--- config.mk ---
export PLATFORM = sky130hd
export DESIGN_NAME = serial_subtractor_flat
export DESIGN_NICKNAME = d
export VERILOG_FILES = /design/src/rtl/serial_subtractor_if.sv /design/src/rtl/serial_subtractor.sv /design/src/flat_wrapper.sv
export SDC_FILE = /design/constraint.sdc
export NUM_CORES = 1
export LEC_CHECK = 0
export CORE_MARGIN = 2
export CORE_UTILIZATION = 55
export DETAILED_ROUTE_END_ITERATION = 10
export GPL_ROUTABILITY_DRIVEN = 0
export MAX_ROUTING_LAYER = met4
export PLACE_DENSITY = 0.88
export SLEW_MARGIN = 5
export SYNTH_ARGS = -nofsm -noshare
export SYNTH_HDL_FRONTEND = slang
export SYNTH_SLANG_ARGS = --single-unit
--- constraint.sdc ---
create_clock -name clk -period 2.92 [get_ports clk]
set_input_delay 0.73 -clock clk [delete_from_list [all_inputs] [get_ports clk]]
set_output_delay 0.73 -clock clk [all_outputs]
set_load 0.005 [all_outputs]
--- src/rtl/serial_subtractor_if.sv ---
// Handshake and result bundle for the bit-serial subtractor.
// The master issues operands and start; the slave returns status and results.
interface serial_subtractor_if #(
  parameter int WIDTH = 8
);
  logic             start;
  logic [WIDTH-1:0] a;
  logic [WIDTH-1:0] b;
  logic             ready;
  logic             busy;
  logic             done;
  logic [WIDTH-1:0] diff;
  logic             borrow_out;
  logic             overflow;
  logic             zero;

  modport master (
    output start, a, b,
    input  ready, busy, done, diff, borrow_out, overflow, zero
  );

  modport slave (
    input  start, a, b,
    output ready, busy, done, diff, borrow_out, overflow, zero
  );
endinterface

--- src/rtl/serial_subtractor.sv ---
// Bit-serial two's-complement subtractor: diff = a - b, LSB first, one bit per clock,
// through a single registered full-adder cell computing a + ~b + carry.
//
// state | meaning
// IDLE  | waiting for start; ready=1
// RUN   | processing one operand bit per clock; busy=1
// DONE  | results valid and done=1 for one cycle
module serial_subtractor #(
  parameter int WIDTH = 8
) (
  input  logic                clk,
  input  logic                rst_n,
  serial_subtractor_if.slave  bus
);
  localparam int CW = $clog2(WIDTH);

  typedef enum logic [1:0] {
    IDLE = 2'd0,
    RUN  = 2'd1,
    DONE = 2'd2
  } state_t;

  state_t           state, state_nxt;
  logic [WIDTH-1:0] a_sh, b_sh, res_sh;
  logic [CW-1:0]    cnt;
  logic             carry;

  logic [WIDTH-1:0] diff_q;
  logic             borrow_q, overflow_q, zero_q;

  logic             sum, carry_nxt, last, accept;
  logic             ready_c, busy_c, done_c;
  logic [WIDTH-1:0] res_nxt;

  always_comb begin
    sum       = a_sh[0] ^ ~b_sh[0] ^ carry;
    carry_nxt = (a_sh[0] & ~b_sh[0]) | (a_sh[0] & carry) | (~b_sh[0] & carry);
    res_nxt   = {sum, res_sh[WIDTH-1:1]};
    last      = (cnt == CW'(WIDTH - 1));
  end

  always_ff @(posedge clk or negedge rst_n) begin
    if (!rst_n) state <= IDLE;
    else        state <= state_nxt;
  end

  always_comb begin
    state_nxt = state;
    ready_c   = 1'b0;
    busy_c    = 1'b0;
    done_c    = 1'b0;
    accept    = 1'b0;
    case (state)
      IDLE: begin
        ready_c = 1'b1;
        if (bus.start) begin
          accept    = 1'b1;
          state_nxt = RUN;
        end
      end
      RUN: begin
        busy_c = 1'b1;
        if (last) state_nxt = DONE;
      end
      DONE: begin
        done_c    = 1'b1;
        state_nxt = IDLE;
      end
      default: state_nxt = IDLE;
    endcase
  end

  // On the final bit, a_sh[0]/b_sh[0] hold the original operand MSBs.
  always_ff @(posedge clk or negedge rst_n) begin
    if (!rst_n) begin
      a_sh       <= '0;
      b_sh       <= '0;
      res_sh     <= '0;
      cnt        <= '0;
      carry      <= 1'b0;
      diff_q     <= '0;
      borrow_q   <= 1'b0;
      overflow_q <= 1'b0;
      zero_q     <= 1'b0;
    end else if (accept) begin
      a_sh  <= bus.a;
      b_sh  <= bus.b;
      carry <= 1'b1;
      cnt   <= '0;
    end else if (state == RUN) begin
      a_sh   <= a_sh >> 1;
      b_sh   <= b_sh >> 1;
      res_sh <= res_nxt;
      carry  <= carry_nxt;
      cnt    <= cnt + 1'b1;
      if (last) begin
        diff_q     <= res_nxt;
        borrow_q   <= ~carry_nxt;
        overflow_q <= (a_sh[0] != b_sh[0]) && (sum != a_sh[0]);
        zero_q     <= (res_nxt == '0);
      end
    end
  end

  assign bus.ready      = ready_c;
  assign bus.busy       = busy_c;
  assign bus.done       = done_c;
  assign bus.diff       = diff_q;
  assign bus.borrow_out = borrow_q;
  assign bus.overflow   = overflow_q;
  assign bus.zero       = zero_q;
endmodule

--- src/flat_wrapper.sv ---
// flat-port wrapper written by rule: the top's interface ports become plain ports
module serial_subtractor_flat 
#(
  parameter int WIDTH = 8
)
  (clk, rst_n, bus_start, bus_a, bus_b, bus_ready, bus_busy, bus_done, bus_diff, bus_borrow_out, bus_overflow, bus_zero);
  serial_subtractor_if #(.WIDTH(WIDTH)) bus_i ();
  input  logic clk;
  input  logic rst_n;
  input wire logic [$bits(bus_i.start)-1:0] bus_start;
  input wire logic [$bits(bus_i.a)-1:0] bus_a;
  input wire logic [$bits(bus_i.b)-1:0] bus_b;
  output wire logic [$bits(bus_i.ready)-1:0] bus_ready;
  output wire logic [$bits(bus_i.busy)-1:0] bus_busy;
  output wire logic [$bits(bus_i.done)-1:0] bus_done;
  output wire logic [$bits(bus_i.diff)-1:0] bus_diff;
  output wire logic [$bits(bus_i.borrow_out)-1:0] bus_borrow_out;
  output wire logic [$bits(bus_i.overflow)-1:0] bus_overflow;
  output wire logic [$bits(bus_i.zero)-1:0] bus_zero;
  assign bus_i.start = bus_start;
  assign bus_i.a = bus_a;
  assign bus_i.b = bus_b;
  assign bus_ready = bus_i.ready;
  assign bus_busy = bus_i.busy;
  assign bus_done = bus_i.done;
  assign bus_diff = bus_i.diff;
  assign bus_borrow_out = bus_i.borrow_out;
  assign bus_overflow = bus_i.overflow;
  assign bus_zero = bus_i.zero;
  serial_subtractor #(.WIDTH(WIDTH)) u_core (.clk(clk), .rst_n(rst_n), .bus(bus_i));
endmodule
==> impl_metrics.tcl <==
set metrics [dict create \
    worst_path_dominant_cell_family "buffers and inverters" \
    firstDrtPassIters 4 \
    portBuffers 32 \
    synth_seq_area_share_pct 58.0 \
    cts_setup_buffers 0 \
    setup_violations 0 \
    required_ns 2.19 \
    first_iter_violations 48 \
    post-dp-hpwl_um 2330 \
    crit_chain "nand2b_1 > clkinv_1 > clkdlybuf4s50_1" \
    synth_cells 173 \
    finalWorstSetupSlack_ns 0.658 \
    wl_per_cell_um 13.3 \
    clk_pin_slew_ns 0.12 \
    pre_cts_ws_ns 0.492 \
    rr_worst_depth 3 \
    nFillCells 227 \
    detail-route-antenna-nets 0 \
    fin_crit_sh_pct 77.5 \
    cts_root_buf "clkbuf_4" \
    die_area_sq_mm 0.00360 \
    status "finished, final reports clean" \
    endpoint_kind "output port" \
    antenna_cells 0 \
    ioPinCount 33 \
    synth_mux_area_share_pct 5.22 \
    arrival_ns 1.53 \
    hp-class "primary input to asynchronous set/reset pin" \
    slowest_delay_ns 0.50 \
    htreeDepth 2 \
    ff2ff_setup_slack_ns 1.20 \
    remaining_drc_errors 0 \
    rsz0062_at_grt "no" \
    core_area_sq_mm 0.00303 \
    power.total_w 0.00228 \
    dpl.cell_count 241 \
    final_util_pct 69.9 \
    p_clk_share_pct 15.4 \
    postCtsResizedCells 0 \
    finalNonFillerCells 249 \
    p_int_w 0.00145 \
    leakagePower_nw 0.993 \
    yosysWarnings 0 \
    critPathSlowestCell "clkdlybuf4s50_1" \
    vias_per_cell 5.33 \
    yosys.area_share.simple_pct 21.2 \
    skew_ns 0.0139 \
    cts_tree "done" \
    placementRows 20 \
    min_period_ns 2.26 \
    r2r_start "u_core.state[0]" \
    pwr-share-seq_pct 43.1 \
    initial_core_util_pct 57.0 \
    grt_pass1_vias 1289 \
    vdd_ir_drop_max_v 0.000609 \
    fmax_mhz 442 \
    relSlewSlack_pct 36.8 \
    grt.overflow.total 0 \
    die_w_um 60.0 \
    pwr-share-comb_pct 41.5 \
    maxCapViolCount 0 \
    power.share.switching_pct 36.5 \
    ctsLongestPathBuffers 2 \
    power_density_mw_per_mm2 1080 \
    synth_fp_nets 196 \
    drv_slew 0 \
    path_max_fanout 6 \
    grt_max_degree 41 \
    clock_sinks 40 \
    cts_hold_buf 0 \
    synth_adder_area_share_pct 3.33 \
    layout-drive-gt1-share_pct 9.27 \
    clock_latency_ns 0.35 \
    synth_cell_types 27 \
    r2r_end "u_core.a_sh[2]" \
    max_slew.worst_pin.slew_ns 0.948 \
    grt_pass1_wl_um 5580 \
    die_height_um 60.0 \
    hold_viol 0 \
    synth_xor_area_share_pct 0.507 \
    p_switching_w 0.000834 \
    ys_ff_latch 40 \
    critPathBufInv 2 \
    area_growth_pct 22.6 \
    grt_util_all_layers_pct 21.8 \
    antenna_found_initial 0 \
    layout.nets 227 \
    syn_area_per_cell_sq_um 9.98 \
    cts_made_buffers 5 \
    synth-compound-area-share_pct 6.96 \
    num_vias 1328 \
    critPathKind "flip-flop to output port" \
    synth_top_family_by_area "simple AND/OR/NAND/NOR gates" \
    wirelength_um 3320 \
    worst_setup_path_start_kind "flip-flop" \
    netlist_area_sq_mm 0.00173 \
    setup_tns_ns 0 \
]
final cells by class:
class,count,area (sq um),area share (%)
clock buffers,6,41.3,1.95
clock inverters,2,35.0,1.65
inverters,3,11.3,0.532
multi-input cells,120,643,30.4
flip-flops and latches,40,1000,47.3
well taps,44,55.1,2.60
repair buffers,34,330,15.6
synth_stat cells:
library cell  count  area share [%]
o31ai_1           1            0.43
nor2_1           13             2.8
buf_2             5             1.4
clkbuf_2          1            0.29
buf_6             3             2.0
mux2_2            8             5.2
clkinv_1          1            0.22
xnor2_1           1            0.51
or3b_1            1            0.51
nand2b_1          1            0.36
ha_1              3             2.2
a221o_1           1            0.58
nor3b_1           1            0.43
nand2_1          60              13
inv_1             2            0.43
o21ai_0           3            0.87
a22oi_1           1            0.43
buf_4             1            0.43
dfrtp_1          40              58
nor4_1            2            0.72
fa_1              1             1.2
nor2b_1           1            0.36
nand3b_2          1            0.65
nand3_1           7             2.0
o21ai_1           1            0.29
nor3_1            1            0.29
a31oi_1          12             4.3
registers in the layout, summed over array words and instances (netlist names):
name / flops
u_core.b_sh: 8
u_core.bus.overflow: 1
u_core.bus.borrow_out: 1
u_core.res_sh: 7
u_core.bus.diff: 8
u_core.state: 2
u_core.cnt: 3
u_core.bus.zero: 1
u_core.a_sh: 8
u_core.carry: 1
routing by layer:
layer	vias up	track usage (%)	share of wire [%]
met2	37	35.4	52
met5	-	-	0
li1	635	-	-
met1	652	25.5	42
met3	4	6.71	4.8
met4	0	8.25	1.2
power groups by stage:
stage / registers (W) / logic (W) / clock network (W)
2_1_floorplan: 0.000956 / 0.000639 / 0
3_3_place_gp: 0.000974 / 0.000889 / 0
3_5_place_dp: 0.000997 / 0.000949 / 0
4_1_cts: 0.000983 / 0.000952 / 0.000358
5_1_grt: 0.00102 / 0.00107 / 0.000380
6_report: 0.000984 / 0.000947 / 0.000353
kinds of logic (layout without fill, tap and decap cells):
logic type,count (synthesis),after routing
simple gates,88,88
fa+ha+maj,4,4
mux,8,8
flops,40,40
buf+inv,13,45
compound gates,19,19
xor+xnor,1,1
cells in the final DEF, fill, tap and decap left out, drive strengths merged, types with 3 or more instances in the layout:
cell           instances
nand3                  7
nor2                  13
clkbuf                 6
a31oi                 12
ha                     3
mux2                   8
clkdlybuf4s50         31
o21ai                  4
buf                    3
nand2                 60
dfrtp                 40
per-stage QoR:
step	cell area, sq um	hold slack [ns]
after floorplan	1730	0.434
after global placement	2040	0.464
after detailed placement	2040	0.482
after CTS	2120	0.498
after global routing	2120	0.518
final	2120	0.479
how the worst max path moves through the flow:
stage | startpoint | to | slack, ns | depth (start not counted)
3_3_place_gp | bus_start | u_core.b_sh[1] | 0.58 | 4
2_1_floorplan | u_core.state[0] | bus_busy | 1.34 | 3
5_1_grt | u_core.state[1] | bus_busy | 0.57 | 3
3_5_place_dp | bus_start | u_core.a_sh[2] | 0.49 | 4
4_1_cts | u_core.state[1] | bus_busy | 0.64 | 3
6_report | u_core.state[1] | bus_busy | 0.66 | 3
No activity file was read; power rests on OpenSTA's default activity.
